==> src/rtl/alu_arbiter.sv <==
// Two-requester front end for the shared 64-bit ALU: issue register (S1) feeds the ALU,
// response register (S2) returns the result two cycles after the handshake. Perf counters: ALU_ARB_PERF_EN.
module alu_arbiter #(
  parameter int PRIO_MODE = 0,
  parameter int CNT_W     = 32,
  parameter int OP_W      = 4
) (
  input  logic             CLK,
  input  logic             nRST,
  input  logic             flush,
  input  logic             req0_valid,
  input  logic             req1_valid,
  output logic             req0_ready,
  output logic             req1_ready,
  input  logic [63:0]      req0_porta,
  input  logic [63:0]      req0_portb,
  input  logic [63:0]      req1_porta,
  input  logic [63:0]      req1_portb,
  input  logic [OP_W-1:0]  req0_aluop,
  input  logic [OP_W-1:0]  req1_aluop,
  output logic             rsp0_valid,
  output logic             rsp1_valid,
  output logic [63:0]      rsp0_aluout,
  output logic [63:0]      rsp1_aluout,
  output logic             rsp0_zero,
  output logic             rsp1_zero,
  output logic [63:0]      alu_porta,
  output logic [63:0]      alu_portb,
  output logic [OP_W-1:0]  alu_aluop,
  input  logic [63:0]      alu_aluout,
  input  logic             alu_zero,
  output logic             busy
`ifdef ALU_ARB_PERF_EN
  ,
  output logic [CNT_W-1:0] perf_grant0,
  output logic [CNT_W-1:0] perf_grant1,
  output logic [CNT_W-1:0] perf_conflict
`endif
);

  logic            grant0, grant1;
  logic            rrPtr_q, rrPtr_d;
  logic            s1Valid_q, s1Valid_d;
  logic            s1Id_q, s1Id_d;
  logic [63:0]     s1PortA_q, s1PortA_d;
  logic [63:0]     s1PortB_q, s1PortB_d;
  logic [OP_W-1:0] s1Op_q, s1Op_d;
  logic            rsp0Valid_q, rsp0Valid_d;
  logic            rsp1Valid_q, rsp1Valid_d;
  logic [63:0]     rsp0Out_q, rsp0Out_d;
  logic [63:0]     rsp1Out_q, rsp1Out_d;
  logic            rsp0Zero_q, rsp0Zero_d;
  logic            rsp1Zero_q, rsp1Zero_d;
  logic            capture;

  // rrPtr_q = 0 means req0 wins the next tie; it always points away from the last winner.
  always_comb begin
    grant0 = 1'b0;
    grant1 = 1'b0;
    if (!flush) begin
      if (req0_valid && req1_valid) begin
        if (PRIO_MODE == 1 || !rrPtr_q) grant0 = 1'b1;
        else                             grant1 = 1'b1;
      end else begin
        grant0 = req0_valid;
        grant1 = req1_valid;
      end
    end
  end

  assign req0_ready = grant0;
  assign req1_ready = grant1;

  always_comb begin
    rrPtr_d   = rrPtr_q;
    s1Valid_d = grant0 | grant1;
    s1Id_d    = s1Id_q;
    s1PortA_d = s1PortA_q;
    s1PortB_d = s1PortB_q;
    s1Op_d    = s1Op_q;
    if (grant0) begin
      rrPtr_d   = 1'b1;
      s1Id_d    = 1'b0;
      s1PortA_d = req0_porta;
      s1PortB_d = req0_portb;
      s1Op_d    = req0_aluop;
    end else if (grant1) begin
      rrPtr_d   = 1'b0;
      s1Id_d    = 1'b1;
      s1PortA_d = req1_porta;
      s1PortB_d = req1_portb;
      s1Op_d    = req1_aluop;
    end
  end

  // Flush kills the operation sitting in S1; a response already in S2 is left to finish.
  assign capture = s1Valid_q & ~flush;

  always_comb begin
    rsp0Valid_d = capture & ~s1Id_q;
    rsp1Valid_d = capture & s1Id_q;
    rsp0Out_d   = rsp0Out_q;
    rsp0Zero_d  = rsp0Zero_q;
    rsp1Out_d   = rsp1Out_q;
    rsp1Zero_d  = rsp1Zero_q;
    if (rsp0Valid_d) begin
      rsp0Out_d  = alu_aluout;
      rsp0Zero_d = alu_zero;
    end
    if (rsp1Valid_d) begin
      rsp1Out_d  = alu_aluout;
      rsp1Zero_d = alu_zero;
    end
  end

  always_ff @(posedge CLK or negedge nRST) begin
    if (!nRST) begin
      rrPtr_q     <= 1'b0;
      s1Valid_q   <= 1'b0;
      s1Id_q      <= 1'b0;
      s1PortA_q   <= '0;
      s1PortB_q   <= '0;
      s1Op_q      <= '0;
      rsp0Valid_q <= 1'b0;
      rsp1Valid_q <= 1'b0;
      rsp0Out_q   <= '0;
      rsp1Out_q   <= '0;
      rsp0Zero_q  <= 1'b0;
      rsp1Zero_q  <= 1'b0;
    end else begin
      rrPtr_q     <= rrPtr_d;
      s1Valid_q   <= s1Valid_d;
      s1Id_q      <= s1Id_d;
      s1PortA_q   <= s1PortA_d;
      s1PortB_q   <= s1PortB_d;
      s1Op_q      <= s1Op_d;
      rsp0Valid_q <= rsp0Valid_d;
      rsp1Valid_q <= rsp1Valid_d;
      rsp0Out_q   <= rsp0Out_d;
      rsp1Out_q   <= rsp1Out_d;
      rsp0Zero_q  <= rsp0Zero_d;
      rsp1Zero_q  <= rsp1Zero_d;
    end
  end

  // An idle ALU sees all-zero operands so its inputs do not toggle with stale data.
  assign alu_porta   = s1Valid_q ? s1PortA_q : '0;
  assign alu_portb   = s1Valid_q ? s1PortB_q : '0;
  assign alu_aluop   = s1Valid_q ? s1Op_q : '0;

  assign rsp0_valid  = rsp0Valid_q;
  assign rsp1_valid  = rsp1Valid_q;
  assign rsp0_aluout = rsp0Out_q;
  assign rsp1_aluout = rsp1Out_q;
  assign rsp0_zero   = rsp0Zero_q;
  assign rsp1_zero   = rsp1Zero_q;
  assign busy        = s1Valid_q | rsp0Valid_q | rsp1Valid_q;

`ifdef ALU_ARB_PERF_EN
  localparam logic [CNT_W-1:0] CntOne = CNT_W'(1);

  logic [CNT_W-1:0] grant0Cnt_q, grant0Cnt_d;
  logic [CNT_W-1:0] grant1Cnt_q, grant1Cnt_d;
  logic [CNT_W-1:0] conflictCnt_q, conflictCnt_d;

  // Saturating counters; only reset clears them, flush has no effect.
  always_comb begin
    grant0Cnt_d   = grant0Cnt_q;
    grant1Cnt_d   = grant1Cnt_q;
    conflictCnt_d = conflictCnt_q;
    if (grant0 && grant0Cnt_q != '1) grant0Cnt_d = grant0Cnt_q + CntOne;
    if (grant1 && grant1Cnt_q != '1) grant1Cnt_d = grant1Cnt_q + CntOne;
    if (req0_valid && req1_valid && !flush && conflictCnt_q != '1)
      conflictCnt_d = conflictCnt_q + CntOne;
  end

  always_ff @(posedge CLK or negedge nRST) begin
    if (!nRST) begin
      grant0Cnt_q   <= '0;
      grant1Cnt_q   <= '0;
      conflictCnt_q <= '0;
    end else begin
      grant0Cnt_q   <= grant0Cnt_d;
      grant1Cnt_q   <= grant1Cnt_d;
      conflictCnt_q <= conflictCnt_d;
    end
  end

  assign perf_grant0   = grant0Cnt_q;
  assign perf_grant1   = grant1Cnt_q;
  assign perf_conflict = conflictCnt_q;
`endif

endmodule
==> config.mk <==
export PLATFORM = sky130hd
export DESIGN_NAME = alu_arbiter
export DESIGN_NICKNAME = d
export VERILOG_FILES = /design/src/rtl/alu_arbiter.sv
export SDC_FILE = /design/constraint.sdc
export NUM_CORES = 1
export LEC_CHECK = 0
export CORE_AREA = 10 10 225 227
export DETAILED_ROUTE_END_ITERATION = 6
export DIE_AREA = 0 0 235 237
export GPL_ROUTABILITY_DRIVEN = 1
export PLACE_DENSITY = 0.71
export SYNTH_ARGS = -nofsm -noshare
export SYNTH_HDL_FRONTEND = slang
export SYNTH_SLANG_ARGS = --single-unit
==> constraint.sdc <==
create_clock -name CLK -period 1.4 [get_ports CLK]
set_input_delay 0.28 -clock CLK [delete_from_list [all_inputs] [get_ports CLK]]
set_output_delay 0.28 -clock CLK [all_outputs]
set_load 0.02 [all_outputs]
==> metrics.cfg, run 1 <==
[power_and_ir_drop]
p_leak_nw = 8.64
clock_power_share_pct = 27.8
power_switching_mw = 9.61
vdd_ir_drop_max_mv = 0.894
power_density_nw_per_um2 = 1370
power_frac_comb_pct = 36.4
p_int_mw = 19.7
switching_share_pct = 32.8
power_frac_seq_pct = 35.9

[clocking]
cts_tree = built
clock-root-buffer = clkbuf_16
cts_buffer_depth = 3
htree_levels = 1
clock_sinks = 267
numCtsBuffers = 30
clkLatencyLatePin_ps = 580
clk_pin_slew_worst_paths_ps = 60

[timing]
fmaxAchievable_mhz = 483
fin_skew_ps = 7.18
worstMarginPinSlew_ps = 485
slew_viol_final = 0
setup_viol = 522
finalCritPeriodShare_pct = 148
max_slew_margin_pct = 67.7
hold_viol_final = 0
min_period_ps = 2070
rsz0062_at_grt = yes
finalWorstSetupSlack_ps = -671
finalSetupTns_ps = -185020

[global_routing]
overflow = 0
grt_pass1_wl_um = 86400
antenna_found_initial = 2
grt.total_usage_pct = 19.5
grt_pass1_vias = 13546
grt_max_degree = 75

[placed_design]
dp_slack_ps = -647
place.gp.congestion = 0.892
io_buffers = 600
placedCellCount = 2404
dp_hpwl_um = 43700

[floorplanning]
die_y_um = 237
initial_core_util_pct = 28.0
die-area_sq_um = 55700
core_sq_um = 46200
io_pins = 601
die_w_um = 235
num_rows = 79

[setup_path]
crit_end = busy
reg2reg_to = rsp1_aluout[32]
cp-start-kind = flip-flop
worst_ep_arrival_time_ps = 1790
worstReg2RegStart = s1Valid_q
reg2reg_slack_ps = -370
critPathKind = reg -> out
worstRegToRegCells = 5
critPathLaunch = s1Valid_q
cp_max_fo = 15
crit_path_end_kind = output port
worstPathRequired_ps = 1120

[outcome]
violations = negative setup slack
outcome = finished with violations

[final_layout]
layout_common_cells = clkdlybuf4s50_1, dfrtp_1, o2111ai_1, nor2_1, a31oi_1
regArea_sq_um = 6690
fin_cells = 2474
drive_gt1_share_pct = 29.1
layout_commonest_cell = clkdlybuf4s50_1
syn_to_final_growth_pct = 65.6
final_util_pct = 46.3
finish.net_count = 2174
nFillCells = 4309
multi_input_area_sq_um = 5690

[min_path]
hold_path.class = in -> async

[detailed_routing]
totalWireLength_um = 58200
wire_per_inst_um = 23.5
drt_pass1_iterations = 7
drc = 0
via_per_inst = 5.23
drtAntennaViolNets = 0
vias = 12932
drt_iter0_markers = 884

[logic_synthesis]
syn_area_sq_um = 12900
ys_ff_latch = 267
synth.avg_cell_area_sq_um = 10.6
yosysWarnings = 0
synthesis.nets = 1551
ys_types = 24
syn_inst = 1217
synth_seq_area_share_pct = 51.8

[run]
max_cap_violations = 0

registers in the layout, indices dropped and copies added (netlist names):
signal,count
rsp0_aluout,64
rsp1_aluout,64
s1PortA_q,64
s1PortB_q,64
s1Op_q,4
rrPtr_q,1
rsp0_valid,1
rsp0_zero,1
rsp1_valid,1
rsp1_zero,1
s1Id_q,1
s1Valid_q,1
metrics by stage:
stage / hold WS [ps] / instance area (sq um) / power (mW)
after detailed placement: 212 / 20400 / 21.3
after global placement: 213 / 20400 / 21.0
final: 223 / 21400 / 29.3
after floorplan: -15.6 / 13000 / 15.2
after CTS: 209 / 21300 / 29.4
after global routing: 234 / 21400 / 30.5
worst min path at each step:
stage | slack (ps) | to | cells past startpoint | startpoint
5_1_grt | 230 | rsp0_aluout[23] | 2 | nRST
6_report | 220 | rsp0_aluout[23] | 2 | nRST
3_5_place_dp | 210 | s1PortA_q[36] | 1 | nRST
3_3_place_gp | 210 | s1PortA_q[36] | 1 | nRST
4_1_cts | 210 | rsp0_aluout[23] | 2 | nRST
2_1_floorplan | -20 | rrPtr_q | 0 | nRST
power by group through the flow:
stage / sequential [mW] / combinational, mW / clock, mW
after floorplan: 11.9 / 3.26 / 0
final: 10.5 / 10.7 / 8.14
after global placement: 10.5 / 10.5 / 0
after CTS: 10.5 / 10.6 / 8.27
after detailed placement: 10.6 / 10.7 / 0
after global routing: 10.7 / 11.2 / 8.60
synth_stat cells (all sizes together):
library cell	n	area, sq um
a211oi	1	7.51
nand2b	1	6.26
inv	4	15.0
mux2	130	1460
or3	1	6.26
o21ai	132	661
and2	133	832
nor3b	1	12.5
o22ai	1	6.26
nand3	1	5.00
dfrtp	267	6680
a31oi	132	826
o2111ai	132	1160
o22a	1	8.76
o21ba	1	10.0
clkbuf	88	332
nor2	133	499
buf	58	374
worst max-delay path, stage by stage (launching register included):
cell,delay (ps)
dfrtp_4,540
buf_12,180
or3_4,340
buf_6,140
final cells by class:
cell class | count | area share, %
Antenna cell | 4 | 0.0468
Clock buffer | 49 | 4.31
Clock inverter | 6 | 0.492
Inverter | 4 | 0.105
Multi-Input combinational cell | 800 | 26.6
Sequential cell | 267 | 31.3
Tap cell | 607 | 3.55
Timing Repair Buffer | 737 | 33.6
logic make-up (layout without fill, tap and decap cells):
logic type             after synthesis  count (layout)  share of synthesized area [%]
flip-flops                         267             267                           51.8
multiplexers                       130             130                           11.3
other                                0               4                              0
AND/OR/NAND/NOR                    270             270                           10.6
AO/OA/AOI/OAI                      400             400                           20.7
buffers and inverters              150             796                           5.59
routing by layer:
metal  up-vias  track usage, %  part of all wire (%)
li1       5780               -                     -
met4         0            7.45                   3.9
met1      6418            23.6                    40
met3       102            4.30                   6.9
met2       632            33.3                    49
met5         -               0                     0
repair_timing:
| item | 4_1_cts | 5_1_grt |
|---|---|---|
| gates resized for setup | 455 | 240 |
| buffers inserted | 4 | 6 |
| endpoints found under the setup margin | 499 | 524 |
| hold buffers | 1 | 0 |
| gates cloned | 2 | 2 |
| pin swaps | 1 | 1 |
| hold endpoints to repair | 254 | 0 |
Power figures use the tool's default switching activity.
==> inputs of run 2 (changes only) <==
CORE_AREA = 2 2 237 239   (was 10 10 225 227)
DIE_AREA = 0 0 239 241   (was 0 0 235 237)
PLACE_DENSITY = 0.63   (was 0.71)
==> run 2 against run 1 <==
Net effect:
- the run still ends with negative setup slack left
- maximum frequency hardly changed
- critical path depth is 1 higher
- non-clock buffer count is 44 higher
- combinational power is 9% higher
- clock skew is 7.5 ps higher
- worst hold slack worse by 110 ps
- critical path type unchanged
==> metrics.cfg, run 2 (synthesis gave the netlist of run 1 again) <==
[outcome]
outcome = finished with violations  ; unchanged
violations = negative setup slack  ; unchanged

[final_layout]
drive_gt1_share_pct = 38.2  ; was 29.1%
final_util_pct = 41.4  ; was 46.3%
layout_commonest_cell = clkdlybuf4s50_1  ; unchanged
regArea_sq_um = 6690  ; unchanged
fin_cells = 2613  ; was 2,474
nFillCells = 5173  ; was 4,309
multi_input_area_sq_um = 5910  ; was 5690 sq um
layout_common_cells = clkdlybuf4s50_1, dfrtp_1, buf_6, buf_4  ; was clkdlybuf4s50_1, dfrtp_1, o2111ai_1, nor2_1, a31oi_1
finish.net_count = 2220  ; was 2,174
syn_to_final_growth_pct = 76.3  ; was 65.6%
design_area_sq_um = 22700  ; was 21,400 sq um

[floorplanning]
num_rows = 86  ; was 79
die_w_um = 239  ; was 235 um
io_pins = 601  ; unchanged
die_y_um = 241  ; was 237 um
die-area_sq_um = 57600  ; was 55,700 sq um
core_sq_um = 54900  ; was 46,200 sq um
initial_core_util_pct = 23.5  ; was 28.0%

[setup_path]
cpMostUsedCell = buf_4
worstReg2RegStart = s1Valid_q  ; unchanged
worstRegToRegCells = 7  ; was 5
cp_max_fo = 15  ; unchanged
worstPathRequired_ps = 1120  ; about the same
reg2reg_to = rsp0_aluout[31]  ; was rsp1_aluout[32]
critPathMaxStageDelay_ps = 520  ; was 540 ps
crit_path_end_kind = output port  ; unchanged
cp-start-kind = flip-flop  ; unchanged
crit_slowest_cell = dfrtp_4  ; unchanged
reg2reg_slack_ps = -470  ; was -370 ps
path_cells = buf_12 -> buf_4 -> and2_2 -> buf_4  ; was buf_12 -> or3_4 -> buf_6
worst_ep_arrival_time_ps = 1790  ; about the same
critPathKind = reg -> out  ; unchanged

[power_and_ir_drop]
vdd_ir_drop_max_mv = 0.995  ; was 0.894 mV
p_leak_nw = 9.61  ; was 8.64 nW
power_density_nw_per_um2 = 1370  ; about the same

[timing]
setup_viol = 497  ; was 522
hold_slack_ps = 117  ; was 223 ps
finalWorstSetupSlack_ps = -671  ; about the same
rsz0062_at_grt = yes  ; unchanged
slew_viol_final = 0  ; unchanged
worstMarginPinSlew_ps = 468  ; was 485 ps
fin_skew_ps = 14.7  ; was 7.18 ps
min_period_ps = 2070  ; about the same
hold_viol_final = 0  ; unchanged
fmaxAchievable_mhz = 483  ; about the same
finalCritPeriodShare_pct = 148  ; about the same
max_slew_margin_pct = 68.8  ; was 67.7%

[placed_design]
place.gp.congestion = 0.842  ; was 0.892
placedCellCount = 2503  ; was 2,404
dp_hpwl_um = 40200  ; was 43,700 um
dpl_cell_area_sq_um = 20700  ; was 20,400 sq um
io_buffers = 600  ; unchanged
dp_slack_ps = -665  ; was -647 ps

[global_routing]
antenna_found_initial = 3  ; was 2
overflow = 0  ; unchanged
grt_pass1_wl_um = 79400  ; was 86,400 um
grt_pass1_vias = 13157  ; was 13,546
grt_max_degree = 78  ; was 75
grt.total_usage_pct = 17.7  ; was 19.5%

[detailed_routing]
wire_per_inst_um = 22.5  ; was 23.5 um
dr_wl_met2_um = 28300  ; was 28,500 um
vias = 13067  ; was 12,932
drt_pass1_iterations = 5  ; was 7
totalWireLength_um = 58700  ; was 58,200 um
via_per_inst = 5.00  ; was 5.23
drc = 0  ; unchanged
top_layer = met4  ; unchanged
drtAntennaViolNets = 0  ; unchanged
met1_length_um = 24300  ; was 23,400 um
dr_wl_met3_um = 4050  ; was 4010 um
drt_iter0_markers = 662  ; was 884

[clocking]
cts_tree = built  ; unchanged
clkLatencyLatePin_ps = 590  ; was 580 ps
numCtsBuffers = 31  ; was 30
clk_pin_slew_worst_paths_ps = 60  ; about the same
htree_levels = 1  ; unchanged
cts_buffer_depth = 3  ; unchanged
clock-root-buffer = clkbuf_16  ; unchanged
clock_sinks = 267  ; unchanged

[run]
max_cap_violations = 0  ; unchanged

[min_path]
hold_path.class = in -> async  ; unchanged

==> run 2: cell types whose count changed in the layout (fill, tap and decap cells not counted), moves of 15 or more <==
| cell | before | now |
|---|---|---|
| clkdlybuf4s50_1 | 456 | 330 |
| buf_2 | 33 | 52 |
| mux2_4 | 0 | 44 |
| buf_12 | 30 | 45 |
| mux2_2 | 129 | 85 |
| buf_6 | 56 | 189 |
| clkbuf_2 | 28 | 3 |
==> run 2: area by class of cell <==
cell class / instances / share of cell area [%]
antenna: 1 / 0.0110
clock buffer: 41 / 3.75
tap: 704 / 3.87
multi-input combinational: 801 / 26.0
sequential: 267 / 29.4
inverter: 4 / 0.0990
timing repair buffer: 781 / 35.9
clock inverter: 14 / 0.946
==> run 2: critical path, delay by kind of cell (launching register included) <==
kind	cells	cell delay [ps]
AND/OR/NAND/NOR	1	180
buffers and inverters	3	490
flip-flops	1	520
==> run 2: repair_timing <==
item / in CTS / in global routing
setup endpoints to repair: 475 / 525
gates cloned: 0 / 16
gates resized for setup: 519 / 921
pin swaps: 1 / 3
hold buffers: 1 / 0
buffers inserted: 0 / 37
hold endpoints to repair: 256 / 0
==> run 2: per-stage QoR <==
stage,setup TNS (ps),power (mW)
after global placement,-191070,21.0
after CTS,-202600,29.8
after global routing,-176630,32.4
after floorplan,0,15.2
final,-150060,31.1
after detailed placement,-197130,21.2
==> run 2: layer usage <==
metal,GRT usage (%),vias up
met1,22.4,6521
met5,0,-
met4,6.74,0
met3,3.55,105
li1,-,5850
met2,29.9,591
==> run 2: how the worst max path moves through the flow <==
stage                    start         endpoint  slack (ps)  cells past startpoint
finish               s1Valid_q    alu_portb[59]        -670                      4
global route         s1Valid_q    alu_portb[31]        -720                      4
CTS                  s1Valid_q    alu_porta[19]        -720                      4
detailed placement       flush  rsp0_aluout[22]        -670                      6
global placement    req1_valid    s1PortA_q[36]        -630                      7
floorplan            s1Valid_q  rsp0_aluout[24]           2                      5
==> run 2: report_power, final <==
| group | switching (mW) | leakage [nW] | internal (mW) |
|---|---|---|---|
| sequential | 1.30 | 3.08 | 9.51 |
| combinational | 5.43 | 6.00 | 6.29 |
| clock | 3.44 | 0.522 | 5.19 |
